--- src/rtl/mem_arbiter.sv ---
// Two-port arbiter in front of a single-ported unified memory: port 0 fetches, port 1 loads/stores.
// Optional macro MEM_ARB_RR_EN switches tie-breaking from fixed port-1 priority to round-robin.
module mem_arbiter #(
    parameter int unsigned LATENCY = 2,
    parameter int unsigned CNT_W   = 4
) (
    input  logic        clk,
    input  logic        reset,

    input  logic        req_0,
    input  logic [31:0] addr_0,
    output logic        done_0,
    output logic [31:0] rdata_0,

    input  logic        req_1,
    input  logic        we_1,
    input  logic [31:0] addr_1,
    input  logic [31:0] wdata_1,
    output logic        done_1,
    output logic [31:0] rdata_1,

    output logic [31:0] mem_addr,
    output logic [31:0] mem_din,
    output logic        mem_read,
    output logic        mem_write,
    input  logic [31:0] mem_dout,

    output logic        busy
);

    typedef enum logic [1:0] {
        IDLE   = 2'd0,
        ACCESS = 2'd1,
        RESP   = 2'd2
    } state_e;

    state_e           state_q;
    logic [CNT_W-1:0] cnt_q;
    logic [31:0]      addr_q;
    logic [31:0]      wdata_q;
    logic             we_q;
    logic             owner_q;
    logic [31:0]      rdata_q;
`ifdef MEM_ARB_RR_EN
    logic             last_owner_q;
`endif

    logic             mem_read_q;
    logic             mem_write_q;
    logic [31:0]      mem_addr_q;
    logic [31:0]      mem_din_q;
    logic             done_0_q;
    logic             done_1_q;
    logic             busy_q;

    logic             grant_1_d;
    logic [31:0]      addr_d;
    logic [31:0]      wdata_d;
    logic             we_d;

    // Winner selection and the operands that get latched if a grant happens this cycle.
    always_comb begin
        // NOTE: every always_comb output gets a default first so no path leaves it unassigned (no latch).
        grant_1_d = req_1;
`ifdef MEM_ARB_RR_EN
        if (req_0 && req_1) begin
            grant_1_d = ~last_owner_q;
        end
`endif
        addr_d  = grant_1_d ? addr_1 : addr_0;
        wdata_d = grant_1_d ? wdata_1 : 32'h0;
        we_d    = grant_1_d & we_1;
    end

    always_ff @(posedge clk) begin
        // NOTE: sequential state uses non-blocking assignments so every register samples pre-edge values.
        if (reset) begin
            state_q      <= IDLE;
            cnt_q        <= '0;
            addr_q       <= '0;
            wdata_q      <= '0;
            we_q         <= 1'b0;
            owner_q      <= 1'b0;
            rdata_q      <= '0;
`ifdef MEM_ARB_RR_EN
            last_owner_q <= 1'b1;
`endif
            mem_read_q   <= 1'b0;
            mem_write_q  <= 1'b0;
            mem_addr_q   <= '0;
            mem_din_q    <= '0;
            done_0_q     <= 1'b0;
            done_1_q     <= 1'b0;
            busy_q       <= 1'b0;
        end else begin
            case (state_q)
                IDLE: begin
                    if (req_0 || req_1) begin
                        state_q     <= ACCESS;
                        cnt_q       <= CNT_W'(LATENCY - 1);
                        owner_q     <= grant_1_d;
                        addr_q      <= addr_d;
                        wdata_q     <= wdata_d;
                        we_q        <= we_d;
                        mem_addr_q  <= addr_d;
                        mem_din_q   <= wdata_d;
                        mem_read_q  <= ~we_d;
                        // A single-cycle access is already its own final cycle.
                        mem_write_q <= we_d && (LATENCY == 1);
                        busy_q      <= 1'b1;
                    end
                end

                ACCESS: begin
                    if (cnt_q != '0) begin
                        cnt_q       <= cnt_q - 1'b1;
                        mem_write_q <= we_q && (cnt_q == CNT_W'(1));
                    end else begin
                        state_q     <= RESP;
                        rdata_q     <= we_q ? 32'h0 : mem_dout;
                        mem_read_q  <= 1'b0;
                        mem_write_q <= 1'b0;
                        mem_addr_q  <= '0;
                        mem_din_q   <= '0;
                        done_0_q    <= ~owner_q;
                        done_1_q    <= owner_q;
                    end
                end

                RESP: begin
                    state_q  <= IDLE;
                    done_0_q <= 1'b0;
                    done_1_q <= 1'b0;
                    busy_q   <= 1'b0;
`ifdef MEM_ARB_RR_EN
                    last_owner_q <= owner_q;
`endif
                end

                default: begin
                    state_q <= IDLE;
                end
            endcase
        end
    end

    // Reset masks every output in the same cycle, so an aborted store never reaches the memory.
    assign mem_read  = mem_read_q  & ~reset;
    assign mem_write = mem_write_q & ~reset;
    assign mem_addr  = reset ? 32'h0 : mem_addr_q;
    assign mem_din   = reset ? 32'h0 : mem_din_q;
    assign done_0    = done_0_q & ~reset;
    assign done_1    = done_1_q & ~reset;
    assign rdata_0   = done_0 ? rdata_q : 32'h0;
    assign rdata_1   = done_1 ? rdata_q : 32'h0;
    assign busy      = busy_q & ~reset;

endmodule

--- config.mk ---
export PLATFORM = sky130hd
export DESIGN_NAME = mem_arbiter
export DESIGN_NICKNAME = d
export VERILOG_FILES = /design/src/rtl/mem_arbiter.sv
export SDC_FILE = /design/constraint.sdc
export NUM_CORES = 1
export LEC_CHECK = 0
export CAP_MARGIN = 25
export CORE_ASPECT_RATIO = 1.2
export CORE_MARGIN = 2
export CORE_UTILIZATION = 44
export DETAILED_ROUTE_END_ITERATION = 10
export GPL_TIMING_DRIVEN = 1
export PLACE_DENSITY = 0.86
export SYNTH_ARGS = -nofsm -noshare
export SYNTH_HDL_FRONTEND = slang
export SYNTH_SLANG_ARGS = --single-unit
export TNS_END_PERCENT = 10
--- constraint.sdc ---
create_clock -name clk -period 4.22 [get_ports clk]
set_clock_uncertainty 0.05 [all_clocks]
set_input_delay 0.633 -clock clk [delete_from_list [all_inputs] [get_ports clk]]
set_output_delay 0.633 -clock clk [all_outputs]
set_load 0.02 [all_outputs]
==> results of run 1 <==
-- worst reg2reg max path: cells and delay by family (launching register included) --
family	cells	cell delay [ps]
AND/OR/NAND/NOR	2	1250
buffers and inverters	1	110
flip-flops	1	340
adder cells (fa/ha/maj)	1	200
AO/OA/AOI/OAI	1	240
-- power groups by stage --
stage | sequential [W] | clock (W) | combinational, W
3_3_place_gp | 0.00119 | 0 | 0.000661
5_1_grt | 0.00119 | 0.00101 | 0.000757
2_1_floorplan | 0.00117 | 0 | 0.000422
4_1_cts | 0.00117 | 0.000966 | 0.000698
6_report | 0.00118 | 0.000953 | 0.000705
3_5_place_dp | 0.00120 | 0 | 0.000693
-- synthesized netlist by cell type, types with 3 or more instances --
master      n  area share [%]
ha_1        3            0.69
and2_1     64             7.4
a31o_2     32             5.2
a32o_1     32             5.9
clkbuf_1   39             2.7
a21oi_1    42             3.9
or3_1       3            0.35
nor2_1      3            0.21
buf_6       5             1.0
nand4_1    32             3.7
clkbuf_2    3            0.28
o21ai_0    33             3.1
o211ai_1    3            0.42
buf_2      16             1.5
nand3b_1   33             4.6
nor2b_1    71             8.2
nand2b_1   33             3.8
inv_1       4            0.28
dfxtp_1   109              40
nand2_1    35             2.4
buf_1       7            0.49
-- final cells by class --
| type | count | area, µm² |
|---|---|---|
| fill | 944 | 3650 |
| multi-input combinational | 442 | 2910 |
| timing repair buffer | 276 | 2770 |
| sequential | 109 | 2180 |
| clock buffer | 9 | 225 |
| tap | 161 | 201 |
| clock inverter | 6 | 113 |
| inverter | 4 | 15.0 |
-- stage by stage --
step | cell area [µm²] | total power, W | setup slack [ps] | util [%]
after global routing | 8410 | 0.00295 | 992 | 69.7
after floorplan | 5400 | 0.00159 | 1870 | -
final | 8410 | 0.00283 | 1100 | 69.7
after CTS | 8380 | 0.00284 | 1110 | 69.5
after global placement | 8010 | 0.00185 | 1190 | 66.4
after detailed placement | 8040 | 0.00189 | 1100 | 66.7
-- metal layers --
layer / share of wire [%] / vias to the layer above
met1: 41 / 2588
met4: 2.1 / 0
met5: 0 / -
met3: 6.7 / 30
li1: - / 2637
met2: 51 / 218
-- path summary, 6_finish.rpt --
| path | depth (start not counted) | start | slack, ps | end |
|---|---|---|---|---|
| min reg2reg | 2 | busy_q$_SDFFE_PP0P_ | 440 | busy_q$_SDFFE_PP0P_ |
| max | 4 | reset | 1100 | mem_din[11] |
| min | 2 | busy_q$_SDFFE_PP0P_ | 440 | busy_q$_SDFFE_PP0P_ |
| max reg2reg | 5 | cnt_q[0]$_SDFFE_PP0P_ | 1860 | rdata_q[26]$_SDFFE_PP0P_ |
-- cells by family (layout without fill, tap and decap cells) --
| family | count (synthesis) | count (layout) | share of synthesized area, % |
|---|---|---|---|
| simple gates | 285 | 285 | 32.4 |
| compound gates | 154 | 154 | 20.2 |
| flops | 109 | 109 | 40.4 |
| buf+inv | 74 | 295 | 6.28 |
| fa+ha+maj | 3 | 3 | 0.695 |
-- flip-flops by register name, indices dropped and copies added (netlist names) --
register and count:
mem_addr_q 32, mem_din_q 32, rdata_q 32, cnt_q 4, state_q 2, busy_q 1, done_0_q 1, done_1_q 1
mem_read_q 1, mem_write_q 1, owner_q 1, we_q 1
==> out/summary.md, run 1 <==
For this run, the number of Yosys warnings is 0. Summed over all cells, the static leakage comes to 3.00 nW. After clock tree synthesis, the clock-pin slew on the worst setup and hold paths is 70 ps. The number of buffer cells added on primary ports is 265.

The clock share of power was 33.6%; the global-route met1 utilization was 28.4%. The most numerous cell type found on the critical path is buf_4. For the worst setup path, the data required time is 3540 ps. The worst setup path is launched from a primary input. Global routing used 25.0% of the available tracks. The transition time at the pin with the least slew margin came out at 1000 ps.

The tools report the count of final setup violators as 0. For the worst-skew pair, the clock arrives at the later sink with an insertion delay of 340 ps. The path type of the worst min-delay path is register to register. Entering global routing, the biggest net connects 72 pins. met2 is the most crowded layer.

Synthesis inferred 109 register bits. The maximum clock insertion buffer count is 2. Net switching is 28.4% of the power. The routed design has 17,100 µm of wire. The category of the critical setup timing path was primary input to output pin. The buffer and inverter count on the worst path was 3; the count of TritonRoute iterations in the first routing pass was 4.

Final hold analysis gives a worst-case slack of 436 ps. Setup repair after global routing left no endpoint under its margin. TritonCTS built the clock tree. The synthesized net count is 761, and the final routed wire length divided by cell count is 16.9 µm. For the post-synthesis instance area, the log shows 5400 µm². The slowest stage of the critical path is the clkdlybuf4s50_1 cell. The number of maximum-capacitance constraint violations is 0, and the total net switching power is 0.000805 W. The tools report the sequential group share of total power as 41.5%. The run gives 5,473 as the total via count in the routed design.

Leaving out fill and tap cells, the most frequent cells in the layout are 263 x clkdlybuf4s50_1, 109 x dfxtp_1, 70 x nor2b_1. After detailed placement, the design holds a cell count of 991. Grouping stages by cell kind, the critical path spends the most delay in buffers and inverters. Pin placement for this block handled 266 I/O pins. The total count of hold-check failures in the final report was 0. Static timing analysis puts the maximum clock frequency at 0.321 GHz. Across the VDD grid, the largest voltage drop is 0.203 mV. The tools report the CTS buffer count as 9. After clock tree synthesis, the setup repair step added 0 buffers. A synthesized cell averages 8.64 µm². The worst path needs 3120 ps of the cycle, external delays included. Final weighted congestion in routability-driven placement: 0.824.

Of all flip-flops after synthesis, the portion carrying an async set or reset was 0%. The first global-routing pass estimated 26,900 µm of wire. After detailed routing, the number of vias per cell comes to 5.43.

The final critical path takes up 73.9% of the cycle. The logs give 1,007 for the count of non-filler cells in the finished layout and 0 for the post-cts sizing count. The synthesized netlist contains 39 unique library cells. For this run, global-route usage on met2 was measured as 45.7%.

The clock tree synthesis step divided the H-tree into 3 levels. The floorplan step defined a core boundary enclosing 12,100 µm². The number of antenna cells inserted is 0, and the initial standard-cell utilization of the core is 44.8%.

The run gives 0 as the number of antenna-violating nets in the routed design. For the remaining routing DRC violations, the log shows 0. The tools report the number of sinks handled by clock tree synthesis as 109.

The leading cell type in the layout, fill and taps excluded is clkdlybuf4s50_1. For this run, the slowest stage of the critical path takes 590 ps. Synthesis produced 625 cells.

Walking the worst path, the cells encountered are buf_4, buf_4, nor2b_1, clkdlybuf4s50_1. In this run, synthesis inferred 0 flip-flops with an integrated enable. Internal power comes to 0.00203 W. After the first detailed-routing iteration, the DRC count stood at 242. Compared with the post-synthesis result, the final layout area differs by 55.7%. Dividing total power by cell area gives a power density of 337 nW/µm². In this run, post-CTS hold repair placed 0 buffers. The met3 capacity usage during global routing came out at 6.00%.

After routing, the total negative slack on setup checks comes to 0 ps. The number of antenna violations at the first check in global routing came out at 0. The tools report the area of the die as 13,200 µm². The height of the die is 125 µm. The overall die width was 105 µm. The main flop type after synthesis is dfxtp_1.

The run finished with clean final reports. The logs give 978 for the net total in the final layout and 0 for the number of max-slew violations in the final report. Measured against its own limit, the worst slew margin works out to 33.0%. Summing the sequential cell areas from Yosys gives 40.4% of the chip area.

Critical path data arrival time: 2440 ps. The site row count was 44; the top fanout value on the critical path was 65. The worst setup path is captured at an output pin.

The tree is rooted in a clkbuf_16. The fraction of final layout cells sized beyond drive strength 1 came out at 8.04%. The number of global-route vias before repair was 5,371.

The total grt overflow is 0. The share of total power dissipated in combinational logic is 24.9%. The tools report the final HPWL from detailed placement as 12,100 µm.
(Power assumes the default switching activity.)
==> run 2, diff against run 1 <==
--- a/config.mk
+++ b/config.mk
@@ -8,10 +8,10 @@
 export CAP_MARGIN = 25
 export CORE_ASPECT_RATIO = 1.2
 export CORE_MARGIN = 2
-export CORE_UTILIZATION = 44
+export CORE_UTILIZATION = 41
 export DETAILED_ROUTE_END_ITERATION = 10
 export GPL_TIMING_DRIVEN = 1
-export PLACE_DENSITY = 0.86
+export PLACE_DENSITY = 0.81
 export SYNTH_ARGS = -nofsm -noshare
 export SYNTH_HDL_FRONTEND = slang
 export SYNTH_SLANG_ARGS = --single-unit
==> constraint.sdc (replaced) <==
create_clock -name clk -period 3.2 [get_ports clk]
set_clock_uncertainty 0.05 [all_clocks]
set_input_delay 0.48 -clock clk [delete_from_list [all_inputs] [get_ports clk]]
set_output_delay 0.48 -clock clk [all_outputs]
set_load 0.02 [all_outputs]
==> run 2 against run 1 <==
Compared with the run above:
- power rose by 25%
- global-route usage fell by 1.5 points
- highest routed layer unchanged
- final cell count rose by 0.70%
- clock power rose by 13%
- sequential share of layout area rose by 0.14 points
- worst setup slack got worse by 370 ps
==> out/summary.md, run 2 (synthesized netlist as in run 1, its figures left out) <==
The flow ran to the end, and the final reports show no timing, DRC or antenna violations. The top fanout value on the critical path is 40, and the final wirelength is 16,900 µm. The transition time at the pin with the least slew margin is 851 ps.

The cell family contributing the most delay on the critical path is buffers and inverters. The number of antenna violations at the first check in global routing was 0. In this run the critical register-to-register path is captured at mem_din_q[28]$_SDFFE_PP0P_. The area of the die is 14,100 µm².

In this run the power density over the cells is 424 nW/µm². For this run, the slowest stage of the critical path takes 610 ps. Clock tree synthesis selected as its root buffer the cell clkbuf_16.

The run gives 11,900 µm as the final HPWL from detailed placement. The slowest stage of the critical path belongs to the cell clkdlybuf4s50_1. The core box area was 12,800 µm²; the net total in the final layout was 981. Before antenna repair, the detailed router went through 4 iterations.

The number of antenna-violating nets in the routed design came out at 0. For the number of antenna cells inserted, the log shows 0. The largest registers in the layout are mem_addr_q x32, mem_din_q x32, rdata_q x32.

Following the worst setup path forward leads to its endpoint at rdata_1[5]. In the layout the commonest cells are 263 x clkdlybuf4s50_1, 109 x dfxtp_1, 70 x nor2b_1. The run gives 8480 µm as the total met2 wirelength after detailed routing. Total number of H-tree levels: 3.

For this design the top-level I/O count stands at 266. Detailed routing inserted a total of 5,507 vias. For the worst flop-to-flop path, the logic depth is 6. STA classifies the critical path endpoint as an output pin. The overall die width came out at 109 µm. The run gives 2670 ps as the required arrival time at the worst endpoint.

The fraction of final layout cells sized beyond drive strength 1 works out to 8.35%. For the count of final setup violators, the log shows 0. Entering global routing, the biggest net connects 69 pins.

The tools report the overall fraction of global-route tracks in use as 23.5%. Relative to the synthesized area, the layout overhead comes to 54.8%. In this run, post-CTS repair resized a total of 0 instances. The number of buffer cells added on primary ports came out at 265.

In this run, CTS created clock tree buffers numbering 9. The tools report the remaining routing DRC violations as 0. The worst-case IR drop observed on VDD is 0.250 mV.

Leading cell type in the layout, fill and taps excluded: clkdlybuf4s50_1. The first global-routing pass estimated 26,400 µm of wire. The run gives 432 ps as the smallest hold slack. The critical path in this run is classified as primary input to output pin.

Setup repair after global routing left no endpoint under its margin. The die is 130 µm tall. The run gives 5,516 as the number of global-route vias before repair. Routed signal wires occupy layers up through met4.

Of the available clock period, the critical path in the final layout requires 77.1%. Kind of start point of the critical path: a primary input. The clock passes through at most 2 buffers. Launching point of the worst reg2reg path: cnt_q[0]$_SDFFE_PP0P_. The initial standard-cell utilization of the core is 42.3%, and the final non-filler cell area is 8360 µm².

The number of max-slew violations in the final report was 0; the worst slew slack as a fraction of its limit was 43.1%. Adding up every negative setup slack in the final design gives 0 ps. The tools report the static leakage as 3.00 nW.

Launching element of the worst setup path: reset. In the final routed layout, each cell accounts on average for 16.7 µm. In this run the register-to-register setup slack is 870 ps. Counting buffers and inverters, the worst setup path is 5 cells deep. The critical path data arrival time was 1940 ps; the later-pin clock latency in the skew report was 350 ps. The clock transition at the register clock pins on the worst setup and hold paths after CTS came out at 70 ps. Traced cell by cell, the critical path runs through buf_4, nor2b_1, buf_4, and2_1, clkdlybuf4s50_1. In the detailed route, the total length drawn on met3 is 1290 µm. At the end of routability-driven placement, the weighted congestion stood at 0.810.

Buffer and inverter count on the worst path: 3. Path type of the worst min-delay path: register to register. TritonCTS built the clock tree. The number of maximum-capacitance constraint violations came out at 0.

The logs give 0 for the cts-stage hold buffer count and 0 for the count of buffers added by post-CTS timing repair for setup. In this run, the number of DRC markers left after iteration 0 of detailed routing was 274. The tools report the post-place instance area as 8080 µm².

Based on the critical path, the design can be clocked at up to 0.405 GHz. The tools report the total count of hold-check failures in the final report as 0. The number of inserted filler cells in the final layout is 1,085.

For this block, wires on met1 add up to 6620 µm. After floorplanning, the core was divided into 45 placement rows. The time the worst path needs with I/O delays and setup is 2470 ps. The via density per instance came out at 5.43.

The tools report the number of sinks handled by clock tree synthesis as 109. The most frequent cell on the critical path was buf_4. Summed over all layers, the global routing overflow is 0.
run 2: changes by cell type in the layout (fill, tap and decap cells not counted), sizes merged:
cell and change:
buf +3, bufinv -3, clkbuf +1, clkinv +2, clkinvlp -3, inv +4
run 2: area by class of cell:
type                    instances  area (µm²)  area share [%]
clock buffers                  10         229            2.74
inverters                       4        15.0           0.180
clock inverters                 6        52.6           0.628
well taps                     164         205            2.45
repair buffers                279        2780            33.2
multi-input cells             442        2910            34.7
flip-flops and latches        109        2180            26.1
run 2: report_power, final:
group	internal [W]	switching [W]
logic	0.000427	0.000497
registers	0.00148	0.0000607
clock network	0.000543	0.000535
run 2: per-stage QoR:
stage                     cells  util, %  worst slack [ps]  total power [W]
after global placement      998     63.2               748          0.00246
after floorplan             625        -              1160          0.00210
final                      1014     65.4               733          0.00355
after CTS                  1014     65.4               712          0.00357
after global routing       1014     65.4               617          0.00371
after detailed placement    998     63.2               717          0.00250
run 2: how the worst min path moves through the flow:
stage	to	depth (start not counted)	start	slack (ps)
2_1_floorplan	rdata_q[10]$_SDFFE_PP0P_	2	rdata_q[10]$_SDFFE_PP0P_	400
3_3_place_gp	rdata_q[4]$_SDFFE_PP0P_	2	rdata_q[4]$_SDFFE_PP0P_	420
3_5_place_dp	rdata_q[31]$_SDFFE_PP0P_	2	rdata_q[31]$_SDFFE_PP0P_	420
4_1_cts	rdata_q[31]$_SDFFE_PP0P_	2	rdata_q[31]$_SDFFE_PP0P_	430
5_1_grt	rdata_q[6]$_SDFFE_PP0P_	2	rdata_q[6]$_SDFFE_PP0P_	470
6_report	rdata_q[31]$_SDFFE_PP0P_	2	rdata_q[31]$_SDFFE_PP0P_	430
run 2: metal layers:
layer | up-vias | track usage (%)
li1 | 2643 | -
met2 | 237 | 42.8
met4 | 0 | 10.2
met3 | 37 | 5.79
met1 | 2590 | 25.8
met5 | - | 0
run 2: tightest hold or removal path: stages (launching register included):
cell	delay, ps
dfxtp_1	320
nand2b_1	60
o21ai_0	60
==> run 3, diff against run 2 <==
--- a/config.mk
+++ b/config.mk
@@ -8,10 +8,10 @@
 export CAP_MARGIN = 25
 export CORE_ASPECT_RATIO = 1.2
 export CORE_MARGIN = 2
-export CORE_UTILIZATION = 41
+export CORE_UTILIZATION = 37
 export DETAILED_ROUTE_END_ITERATION = 10
 export GPL_TIMING_DRIVEN = 1
-export PLACE_DENSITY = 0.81
+export PLACE_DENSITY = 0.77
 export SYNTH_ARGS = -nofsm -noshare
 export SYNTH_HDL_FRONTEND = slang
 export SYNTH_SLANG_ARGS = --single-unit
==> constraint.sdc (replaced) <==
create_clock -name clk -period 2.18 [get_ports clk]
set_clock_uncertainty 0.05 [all_clocks]
set_input_delay 0.327 -clock clk [delete_from_list [all_inputs] [get_ports clk]]
set_output_delay 0.327 -clock clk [all_outputs]
set_load 0.02 [all_outputs]
==> run 3 against run 2 <==
Compared with the run above:
- global-route usage fell by 3.1 points
- clock power rose by 68%
- largest cell class unchanged
- count of clock-buffer cells in the layout fell by 1
- critical path type is now register to output pin
- sequential power rose by 46%
- via count fell by 3.0%
- routed wire length fell by 3.5%
- final cell count rose by 1.8%
==> out/summary.md, run 3 (synthesized netlist as in run 1, its figures left out) <==
The top cell types in the final layout, fill and taps aside, are 199 x clkdlybuf4s50_1, 109 x dfxtp_1, 68 x nor2b_1. The worst setup path is captured at an output pin. The final non-filler cell area is 8470 µm². The min-delay analysis places its worst path in the category primary input to register.

The via density per instance was 5.18; the I/O pin count was 266. The run gives 109 as the number of sinks handled by clock tree synthesis. The worst hold path passes through 3 cells. In the final layout, the multi-input gates occupy 2910 µm². In this run the most critical hold path is launched from req_1.

In the final timing run, aggregate negative setup slack is 0 ps. The total via count in the routed design was 5,344. The worst slew slack as a fraction of its limit is 70.9%. The logs give 0 for the number of max-slew violations in the final report and 67 for the largest net degree at the start of global routing.

TritonCTS built the clock tree. In this run the deepest clock path goes through 2 buffers. The global-route wire length before repair came out at 25,600 µm. Clock transition at the register clock pins on the worst setup and hold paths after CTS: 70 ps. At the worst endpoint, the arrival time is 1690 ps. Setup violations remaining at the end of the flow were counted as 0. Once placement finished, the instance area stood at 8210 µm².

The worst setup path is of the register to output pin kind. The root cell of the clock tree is clkbuf_16. Setup repair after global routing left no endpoint under its margin. The total grt overflow is 0, and the number of global-route vias before repair is 4,962.

During placement, the flow inserted port buffers numbering 265. The top fanout value on the critical path was 33; the final routed wire length divided by cell count was 15.8 µm. Summing all flip-flop and latch instances after layout gives 2180 µm². The worst register-to-register path ends at cnt_q[3]$_SDFFE_PP0P_. Final wirelength: 16,300 µm. Data on the critical path is required at its endpoint by 1800 ps.

The peak ir drop on the vdd network is 0.520 mV, and the total number of H-tree levels is 3. Compared with the post-synthesis result, the final layout area differs by 56.7%. The repair_antennas step left the layout with diodes totalling 0. Site row count: 48. The path with the worst hold slack has its endpoint at owner_q$_SDFFE_PP0P_.

The tool flagged a number of max-cap violations equal to 0. The total count of hold-check failures in the final report was 0. The later-pin clock latency in the skew report was 340 ps; the transition time at the pin with the least slew margin was 426 ps.

The final HPWL from detailed placement is 11,400 µm, and the area of the die is 15,600 µm². The depth of the worst register-to-register path is 6. The number of clock buffers added by TritonCTS is 9. For the number of DRC violations after detailed-routing iteration 0, the log shows 343. The run finished with clean final reports. Routability-driven placement finished with a final weighted congestion of 0.839. Power spread over the standard cell area amounts to 646 nW/µm². In this run the remaining antenna-violating nets after routing total 0. The pre-antenna-repair detailed-routing pass consisted of 4 iterations. The tools report the kind of start point of the critical path as a register.

The run gives 3.38 nW as the static leakage. The initial standard-cell utilization of the core came out at 37.6%. The launching point of the worst reg2reg path was cnt_q[0]$_SDFFE_PP0P_. The fraction of final layout cells sized beyond drive strength 1 was 9.45%; the final critical-path share of the clock period was 94.7%. For the cts-stage hold buffer count, the log shows 0. The die is 136 µm tall. The run gives 410 ps as the worst-case register-to-register setup slack. For the core box area, the log shows 14,400 µm². For this run, design rule violations remaining after detail routing come to 0.

Time the worst path needs with I/O delays and setup: 2060 ps. The largest registers in the layout are mem_addr_q x32, mem_din_q x32, rdata_q x32. The number of inserted filler cells in the final layout is 1,349, and the maximum clock rate is 0.484 GHz. The number of antenna violations at the first check in global routing is 0, and the net total in the final layout is 988.

The floorplan step set the die width to 114 µm. The library cell used most frequently in the layout, excluding fill and tap cells, is clkdlybuf4s50_1. In the global route stage, overall resource usage came out at 20.4%.
run 3: timing repair:
| item | in CTS | in global routing |
|---|---|---|
| gates resized for setup | 66 | 0 |
| setup endpoints to repair | 64 | 0 |
| endpoints found under the hold margin | 0 | 0 |
| buffers inserted | 0 | 0 |
run 3: cell type report:
cell class	instances	share of cell area [%]
sequential	109	25.8
clock buffer	9	2.66
timing repair buffer	286	33.2
tap	175	2.59
inverter	4	0.177
multi-input combinational	442	34.4
clock inverter	7	1.26
run 3: power breakdown:
group	internal, W	switching (W)
combinational	0.000663	0.000733
clock	0.00103	0.000781
sequential	0.00218	0.0000841
run 3: worst max-delay path by stage:
| stage | depth (start not counted) | to | start |
|---|---|---|---|
| 2_1_floorplan | 4 | rdata_0[22] | reset |
| 3_3_place_gp | 5 | rdata_1[4] | reset |
| 3_5_place_dp | 5 | rdata_1[4] | reset |
| 4_1_cts | 3 | done_1 | done_1_q$_SDFFE_PP0P_ |
| 5_1_grt | 3 | done_1 | done_1_q$_SDFFE_PP0P_ |
| 6_report | 3 | done_1 | done_1_q$_SDFFE_PP0P_ |
run 3: worst max-delay path, stage by stage, from the launching register on:
cell             delay [ps]
dfxtp_1                 360
nor2b_2                 190
buf_12                  180
clkdlybuf4s50_1         610
run 3: stage by stage:
step	power, W	instances	worst slack (ps)	utilization (%)	hold slack, ps
after floorplan	0.00309	625	446	-	396
after global placement	0.00370	1016	186	57.2	411
after detailed placement	0.00371	1016	144	57.2	414
after CTS	0.00552	1032	86.9	59.0	288
after global routing	0.00574	1032	2.17	59.0	317
final	0.00547	1032	115	59.0	305
run 3: per-layer routing:
| metal | track usage [%] | vias to the layer above | routed length [µm] |
|---|---|---|---|
| met2 | 34.7 | 210 | 7830 |
| met1 | 24.7 | 2450 | 6960 |
| met4 | 7.45 | 0 | 314 |
| met3 | 5.35 | 25 | 1220 |
| li1 | - | 2659 | - |
| met5 | 0 | - | 0 |
